<file path="config.mk">
export PLATFORM = sky130hd
export DESIGN_NAME = mdu_seq
export DESIGN_NICKNAME = d
export VERILOG_FILES = /design/src/rtl/mdu_seq.sv
export SDC_FILE = /design/constraint.sdc
export NUM_CORES = 1
export LEC_CHECK = 0
export CAP_MARGIN = 40
export CORE_ASPECT_RATIO = 1.2
export CORE_UTILIZATION = 55
export CTS_BUF_LIST = sky130_fd_sc_hd__clkbuf_8
export CTS_CLUSTER_DIAMETER = 80
export DETAILED_ROUTE_END_ITERATION = 7
export PLACE_DENSITY = 0.9
export SYNTH_ARGS = -nofsm -noshare
export SYNTH_HDL_FRONTEND = slang
export SYNTH_SLANG_ARGS = --single-unit
</file>
<file path="constraint.sdc">
create_clock -name clk -period 4.72 [get_ports clk]
set_input_delay 0.472 -clock clk [delete_from_list [all_inputs] [get_ports clk]]
set_output_delay 0.472 -clock clk [all_outputs]
set_load 0.05 [all_outputs]
</file>
<file path="src/rtl/mdu_seq.sv">
// mdu_seq: iterative MULT/MULTU/DIV/DIVU sequencer owning HI/LO.
// Optional early multiply termination: `define MDU_EARLY_OUT_EN
module mdu_seq #(
    parameter int WIDTH = 32
) (
    input  logic             clk,
    input  logic             rst_n,
    input  logic             start,
    input  logic [1:0]       op,
    input  logic [WIDTH-1:0] srcA,
    input  logic [WIDTH-1:0] srcB,
    input  logic             abort,
    input  logic             hi_we,
    input  logic             lo_we,
    input  logic [WIDTH-1:0] wdata,
    output logic             busy,
    output logic             done,
    output logic             div_zero,
    output logic [WIDTH-1:0] hi,
    output logic [WIDTH-1:0] lo
);
    localparam int CW = $clog2(WIDTH) + 1;
    localparam logic [CW-1:0] LAST = CW'(WIDTH - 1);

    typedef enum logic [1:0] {IDLE, RUN, FIX, ZDIV} state_t;

    state_t           state;
    logic [CW-1:0]    cnt;
    logic             is_div;
    logic             neg_q;
    logic             neg_r;
    logic [WIDTH-1:0] opnd;
    logic [WIDTH-1:0] acc;
    logic [WIDTH-1:0] mq;

    logic             sgn;
    logic             sa;
    logic             sb;
    logic [WIDTH-1:0] mag_a;
    logic [WIDTH-1:0] mag_b;

    assign sgn   = ~op[0];
    assign sa    = sgn & srcA[WIDTH-1];
    assign sb    = sgn & srcB[WIDTH-1];
    assign mag_a = sa ? -srcA : srcA;
    assign mag_b = sb ? -srcB : srcB;

    // acc:mq is the shared double-width working register
    logic [WIDTH:0]   msum;
    logic [WIDTH:0]   shl;
    logic [WIDTH-1:0] dsub;
    logic             ge;

    assign msum = {1'b0, acc} + (mq[0] ? {1'b0, opnd} : {(WIDTH+1){1'b0}});
    assign shl  = {acc, mq[WIDTH-1]};
    assign ge   = shl >= {1'b0, opnd};
    assign dsub = shl[WIDTH-1:0] - opnd;

    logic [2*WIDTH-1:0] prod;
    logic [2*WIDTH-1:0] prod_fix;
    logic [WIDTH-1:0]   q_fix;
    logic [WIDTH-1:0]   r_fix;
    logic               early;

`ifdef MDU_EARLY_OUT_EN
    // multiplier bits not yet consumed sit in mq[WIDTH-1-cnt:0]
    assign early = ~is_div & ((mq & ({WIDTH{1'b1}} >> cnt)) == '0);
    assign prod  = {acc, mq} >> (CW'(WIDTH) - cnt);
`else
    assign early = 1'b0;
    assign prod  = {acc, mq};
`endif

    assign prod_fix = neg_q ? -prod : prod;
    assign q_fix    = neg_q ? -mq : mq;
    assign r_fix    = neg_r ? -acc : acc;

    always_ff @(posedge clk or negedge rst_n) begin
        if (!rst_n) begin
            state    <= IDLE;
            cnt      <= '0;
            is_div   <= 1'b0;
            neg_q    <= 1'b0;
            neg_r    <= 1'b0;
            opnd     <= '0;
            acc      <= '0;
            mq       <= '0;
            busy     <= 1'b0;
            done     <= 1'b0;
            div_zero <= 1'b0;
            hi       <= '0;
            lo       <= '0;
        end else begin
            done <= 1'b0;
            unique case (state)
                IDLE: begin
                    if (hi_we) hi <= wdata;
                    if (lo_we) lo <= wdata;
                    if (start && !abort) begin
                        is_div   <= op[1];
                        neg_q    <= sa ^ sb;
                        neg_r    <= sa;
                        opnd     <= op[1] ? mag_b : mag_a;
                        mq       <= op[1] ? mag_a : mag_b;
                        acc      <= '0;
                        cnt      <= '0;
                        busy     <= 1'b1;
                        div_zero <= 1'b0;
                        state    <= (op[1] && srcB == '0) ? ZDIV : RUN;
                    end
                end
                RUN: begin
                    if (abort) begin
                        state <= IDLE;
                        busy  <= 1'b0;
                    end else if (early) begin
                        state <= FIX;
                    end else begin
                        if (is_div) begin
                            acc <= ge ? dsub : shl[WIDTH-1:0];
                            mq  <= {mq[WIDTH-2:0], ge};
                        end else begin
                            acc <= msum[WIDTH:1];
                            mq  <= {msum[0], mq[WIDTH-1:1]};
                        end
                        cnt <= cnt + 1'b1;
                        if (cnt == LAST) state <= FIX;
                    end
                end
                FIX: begin
                    if (!abort) begin
                        if (is_div) begin
                            lo <= q_fix;
                            hi <= r_fix;
                        end else begin
                            hi <= prod_fix[2*WIDTH-1:WIDTH];
                            lo <= prod_fix[WIDTH-1:0];
                        end
                        done <= 1'b1;
                    end
                    state <= IDLE;
                    busy  <= 1'b0;
                end
                ZDIV: begin
                    if (abort) begin
                        state <= IDLE;
                        busy  <= 1'b0;
                    end else if (cnt == '0) begin
                        cnt <= CW'(1);
                    end else begin
                        done     <= 1'b1;
                        div_zero <= 1'b1;
                        busy     <= 1'b0;
                        state    <= IDLE;
                    end
                end
            endcase
        end
    end

endmodule

</file>
==> run metrics, run 1 <==
status=finished, violations left; Worst setup SP type=register; CP top delay family=compound AO/OA/AOI/OAI gates; fin crit share=86.63%; GRT Total Usage=35.83%; CTS Buffer Depth=2; Synth Area in Compound Gates=27.07%; Core ar.=0.02651 sq mm; Final Max Slew Viols=0; Synth Area in Adders=6.111%; Routed wire per std cell=20.49 um; clk sinks=174; Slew Limit Headroom=41.66%; drc violations=16; synthesized cell area=0.01499 sq mm; 1st-pass router iterations=8; delay of the slowest cell on the worst path=0.48 ns; Layout fillers=2107; total vias in the final route=15726; Worst-Margin Slew=0.8751 ns; die height=182.8 um; pre-CTS setup slack=0.6638 ns; IO Count=171; post-synthesis sequential area ratio=29.05%; fin util=65.55%; number of synthesized flops with an enable pin=0; leading register cell type out of synthesis=dfrtp_1; H-tree depth=4; clock latency reported for the late side of the worst-skew pair=0.51 ns; top cells by area, synth=dfrtp_1 29%, a21oi_1 7.7%, nor2_1 6.4%; Pleak=7.406 nW; XOR/XNOR Fraction of Synth Area=9.934%; HP Class=in2async; hold slack=0.4128 ns; DRT iter0 DRCs=1705; post-DP HPWL=38.95 mm; f_max=244.6 MHz; Crit. End Element=register; Final Hold Viols=0; worst path cell trace=inv_1 -> buf_4 -> nor2_1 -> ha_1 -> nand3_1 -> a21oi_1 -> o311ai_0 -> nand2_1 -> o211ai_1 -> o21ai_0 -> a41o_1 -> a31oi_1 -> mux2_2 -> o21ai_0; failing checks=DRC; reg2reg path depth=14; pwr dens=759.0 mW/mm^2; grt total ovfl=0; TritonCTS buffer count=17; drt total wl=49.67 mm; Worst VDD drop=0.3880 mV; cell mode on critical path=o21ai_0; area growth from synthesis to layout=15.94%; post-route minimum period=4.089 ns; Clk pin slew, worst setup/hold paths=0.11 ns; Clock Tree Root=clkbuf_8; antenna-violating nets left=0; R2R Path Start=mq[0]; # port buffers=170; RSZ-0062 raised after global routing=no; post-synth top area share=29.05%; die width=152.7 um; largest net degree at the start of global routing=98; WP buf/inv=2; skew final=0.01986 ns; GP Congestion=1.021; Netlist cell types=66; syn_area_per_cell=7.543 sq um; Post-Synth Simple-Gate Area=19.52%; largest family of logic cells by synthesized area=compound AO/OA/AOI/OAI gates; Power, Total=0.01319 W; nets=2252; post-synthesis mux area share=3.314%; Worst EP required=5.14 ns; vias in the first global route=14713; largest area contributor in the netlist=dfrtp_1; Inserted Diodes=0; initial antenna violation count=0; die footprint=0.02792 sq mm; worst reg2reg setup slack=0.63 ns; count of final setup violators=0; Worst Path Class, Setup=reg2reg; slowest cell on the critical path=dfrtp_1; initial core utilization=56.53%; R2R Path End=acc[30]; fraction of layout cells with a size suffix above 1=4.213%; Mapped Cells=1987; Worst EP arrival=4.51 ns; Yosys warnings=0; Synth Register Bits=174; critical-path maximum fanout=23; Vias/cell=6.488; PnR worst setup slack=0.6309 ns; cell row count=65; total of max-cap violations=0; Mapped Nets=2163; Post-Route Setup TNS=0 ns; ys async rst share=100.0%; global-route wire length before repair=78.79 mm; CTS tree=yes
## repair_timing
action                    4_1_cts  5_1_grt
setup buffers                   0        0
hold buffers                    1        0
gates resized for setup         0        0
hold endpoints to repair       30        0
## sequential cells by signal, summed over array words and instances (netlist names)
signal,flops
mq,32
acc,32
neg_r,1
state,2
hi,32
lo,32
opnd,32
done,1
busy,1
neg_q,1
div_zero,1
cnt,6
is_div,1
## placed cells by master (no fill, tap or decap), drive strengths merged, types with 34 or more instances in the layout
cell type and n:
nand3 41, ha 70, nor3 34, nand2 193, o31ai 36, a21oi 231
clkdlybuf4s50 168, dfrtp 174, o21ai 183, nor2 257, mux2i 44, xnor2 91
xor2 79, a21o 40, inv 74
## layer usage
layer  share of wire [%]  vias up  track usage, %
met3                 9.5      167           6.073
met4                 5.9        0           21.54
met2                  45      918           57.67
met1                  39     7350           45.30
met5                   0        -               0
li1                    -     7291               -
## Yosys cell counts, drive strengths merged, types with 40 or more instances
cell	instances
o21ai	183
nand2	193
inv	69
a21oi	231
xor2	79
a21o	40
nand3	41
ha	70
mux2i	44
xnor2	91
dfrtp	174
clkbuf	123
nor2	257
## where the power goes
group          switching [W]  total [W]  internal, W
registers           0.000971    0.00312      0.00215
logic                0.00570    0.00896      0.00326
clock network       0.000647    0.00111     0.000460
total                0.00732     0.0132      0.00587
## logic make-up after synthesis
group | after synthesis
multiplexers | 49
XOR/XNOR | 170
AND/OR/NAND/NOR | 652
adder cells (fa/ha/maj) | 72
flip-flops | 174
AO/OA/AOI/OAI | 671
buffers and inverters | 199
## per-stage QoR
stage / std cells / area [sq um]
CTS: 2424 / 17380
finish: 2424 / 17380
global placement: 2386 / 16840
global route: 2424 / 17380
detailed placement: 2391 / 16950
floorplan: 1987 / 14990
## area by class of cell
cell class,instances,area (sq um),area share (%)
multi-input combinational,1614,9931,57.15
tap,335,419.2,2.412
timing repair buffer,200,1991,11.46
sequential,174,4355,25.06
inverter,69,259.0,1.490
clock inverter,14,175.2,1.008
clock buffer,18,247.7,1.426
## worst max path at each step
stage,startpoint,end,slack (ns),cells past startpoint
floorplan,mq[0],acc[30],1.14,14
global placement,mq[0],acc[30],0.80,13
detailed placement,mq[0],acc[30],0.66,14
CTS,mq[0],acc[30],0.65,14
global route,mq[0],acc[30],0.23,14
finish,mq[0],acc[30],0.63,14
Power figures use the tool's default switching activity.
==> run 2: changes to the inputs <==
CORE_MARGIN = 1   (was default)
CORE_UTILIZATION = 54   (was 55)
PLACE_DENSITY = 0.92   (was 0.9)
clock period = 3.6 ns   (was 4.72 ns; I/O delays follow)
==> run metrics, run 2 (synthesized netlist as in run 1, its figures left out) <==
status=complete, no violations; initial core utilization=55.17% (-1.4 points); initial antenna violation count=0 (unchanged); IO Count=171 (unchanged); f_max=288.8 MHz (+18%); Worst EP arrival=3.86 ns (-0.65 ns); Most Crowded Layer GR=met2; fin cells=2486 (+2.6%); placed cell count=2454 (+2.6%); die footprint=0.02843 sq mm (+1.8%); pwr dens=995.4 mW/mm^2 (+31%); Inserted Diodes=0 (unchanged); fin util=65.40% (-0.15 points); Vias/cell=6.473 (-0.23%); Worst EP required=3.99 ns (-1.15 ns); count of final setup violators=0 (unchanged); antenna-violating nets left=0 (unchanged); Layout fillers=2209 (+4.8%); clk sinks=174 (unchanged); nets=2310 (+2.6%); HP Class=in2async; most common cell after layout, fill and taps aside=nor2_1; post-CTS setup buffers=0 (unchanged); reg2reg path depth=9 (-5); fraction of layout cells with a size suffix above 1=7.083% (+2.9 points); clock latency reported for the late side of the worst-skew pair=0.51 ns (about the same); fin crit share=96.18% (+9.6 points); Routed wire per std cell=20.95 um (+2.2%); total vias in the final route=16091 (+2.3%); die height=184.5 um (+0.91%); # port buffers=170 (unchanged); H-tree depth=4 (unchanged); DRT iter0 DRCs=1882 (+10%); cell row count=66 (+1.5%); Worst-Margin Slew=0.9284 ns (+0.05326 ns); global-route wire length before repair=81.15 mm (+3.0%); Clk pin slew, worst setup/hold paths=0.11 ns (about the same); total of max-cap violations=0 (unchanged); TritonCTS buffer count=17 (unchanged); skew final=0.02380 ns (+0.003941 ns); GRT Total Usage=37.01% (+1.2 points); largest net degree at the start of global routing=98 (unchanged); 1st-pass router iterations=6 (-2); vias in the first global route=15064 (+2.4%); Final Hold Viols=0 (unchanged); met3 Usage GRT=5.902% (-0.17 points); Core ar.=0.02717 sq mm (+2.5%); CTS Buffer Depth=2 (unchanged); highest-count cells in the layout ignoring fill and taps=255 x nor2_1, 228 x a21oi_1, 193 x nand2_1, 180 x o21ai_0, 173 x dfrtp_1; post-route minimum period=3.463 ns (-0.6265 ns); critical-path maximum fanout=12 (-48%); Slew Limit Headroom=38.11% (-3.6 points); Clock Tree Root=clkbuf_8; met2 usage=59.04% (+1.4 points); CTS tree=yes; die width=154.1 um (+0.91%); Worst setup SP type=register; GP Congestion=0.9932 (-2.7%); hold slack=0.4603 ns (+0.04751 ns); grt total ovfl=0 (unchanged); Worst Path Class, Setup=reg2reg; Crit. End Element=register; post-DP HPWL=40.45 mm (+3.9%); GR Layer Usage met1=46.80% (+1.5 points); Final Max Slew Viols=0 (unchanged); area growth from synthesis to layout=18.54%; RSZ-0062 raised after global routing=no; Pleak=7.690 nW (+3.8%); Worst VDD drop=0.6455 mV (+66%); drc violations=0 (-16); drt total wl=52.08 mm (+4.9%)
==> run 2: cell types whose count changed in the layout (fill, tap and decap cells not counted), moves of 2 or more <==
cell        previous run  this run
o21ai_0              183       180
clkinv_8               4         2
o21ai_1                0         3
clkinvlp_4             3         1
buf_4                 24        85
inv_8                  2         5
==> run 2: timing repair <==
action                                 CTS  global route
resized for setup                        2             9
setup endpoints to repair                2             6
hold buffers                             1             0
pin swaps                                0             2
endpoints found under the hold margin   66             0
==> run 2: final cells by class <==
| type | instances | area, sq um | share of cell area (%) |
|---|---|---|---|
| multi-input combinational | 1614 | 9962 | 56.07 |
| clock buffer | 17 | 234.0 | 1.317 |
| timing repair buffer | 258 | 2386 | 13.43 |
| tap | 340 | 425.4 | 2.394 |
| clock inverter | 14 | 145.1 | 0.8169 |
| sequential | 174 | 4355 | 24.51 |
| inverter | 69 | 259.0 | 1.458 |
==> run 2: worst paths after layout <==
check | from | to | slack (ns)
setup / recovery | mq[4] | hi[26] | 0.14
hold / removal | rst_n | mq[14] | 0.46
setup reg to reg | mq[4] | hi[26] | 0.14
hold reg to reg | lo[28] | lo[28] | 0.49
max in group asynchronous | rst_n | acc[24] | 2.20
min in group clk | wdata[30] | hi[30] | 0.47
==> run 2: through the flow <==
step	TNS (ns)	power [W]	cell area [sq um]	setup slack, ns
finish	0	0.01768	17770	0.1374
global route	0	0.01875	17770	0.007664
CTS	0	0.01729	17740	0.06236
detailed placement	-0.01755	0.01588	17350	-0.01755
global placement	0	0.01560	17330	0.1301
floorplan	0	0.01198	14990	0.01711
==> run 2: power breakdown <==
part	switching, W	internal, W
clock network	0.000846	0.000513
logic	0.00792	0.00460
registers	0.000985	0.00282
total	0.00975	0.00793
==> run 2: critical path, stage by stage (launching register included) <==
cell and delay, ns:
dfrtp_1 0.46, or4_4 0.58, or4b_1 0.52, or4_4 0.49, nor3_4 0.21, a21oi_2 0.21, o31ai_2 0.29, xnor2_2 0.19
nor2_1 0.12, o31ai_1 0.28
==> run 2: layer usage <==
metal | wire length [um] | part of all wire, %
met3 | 5292 | 10
met4 | 3461 | 6.6
met1 | 19920 | 38
met2 | 23400 | 45
met5 | 0 | 0
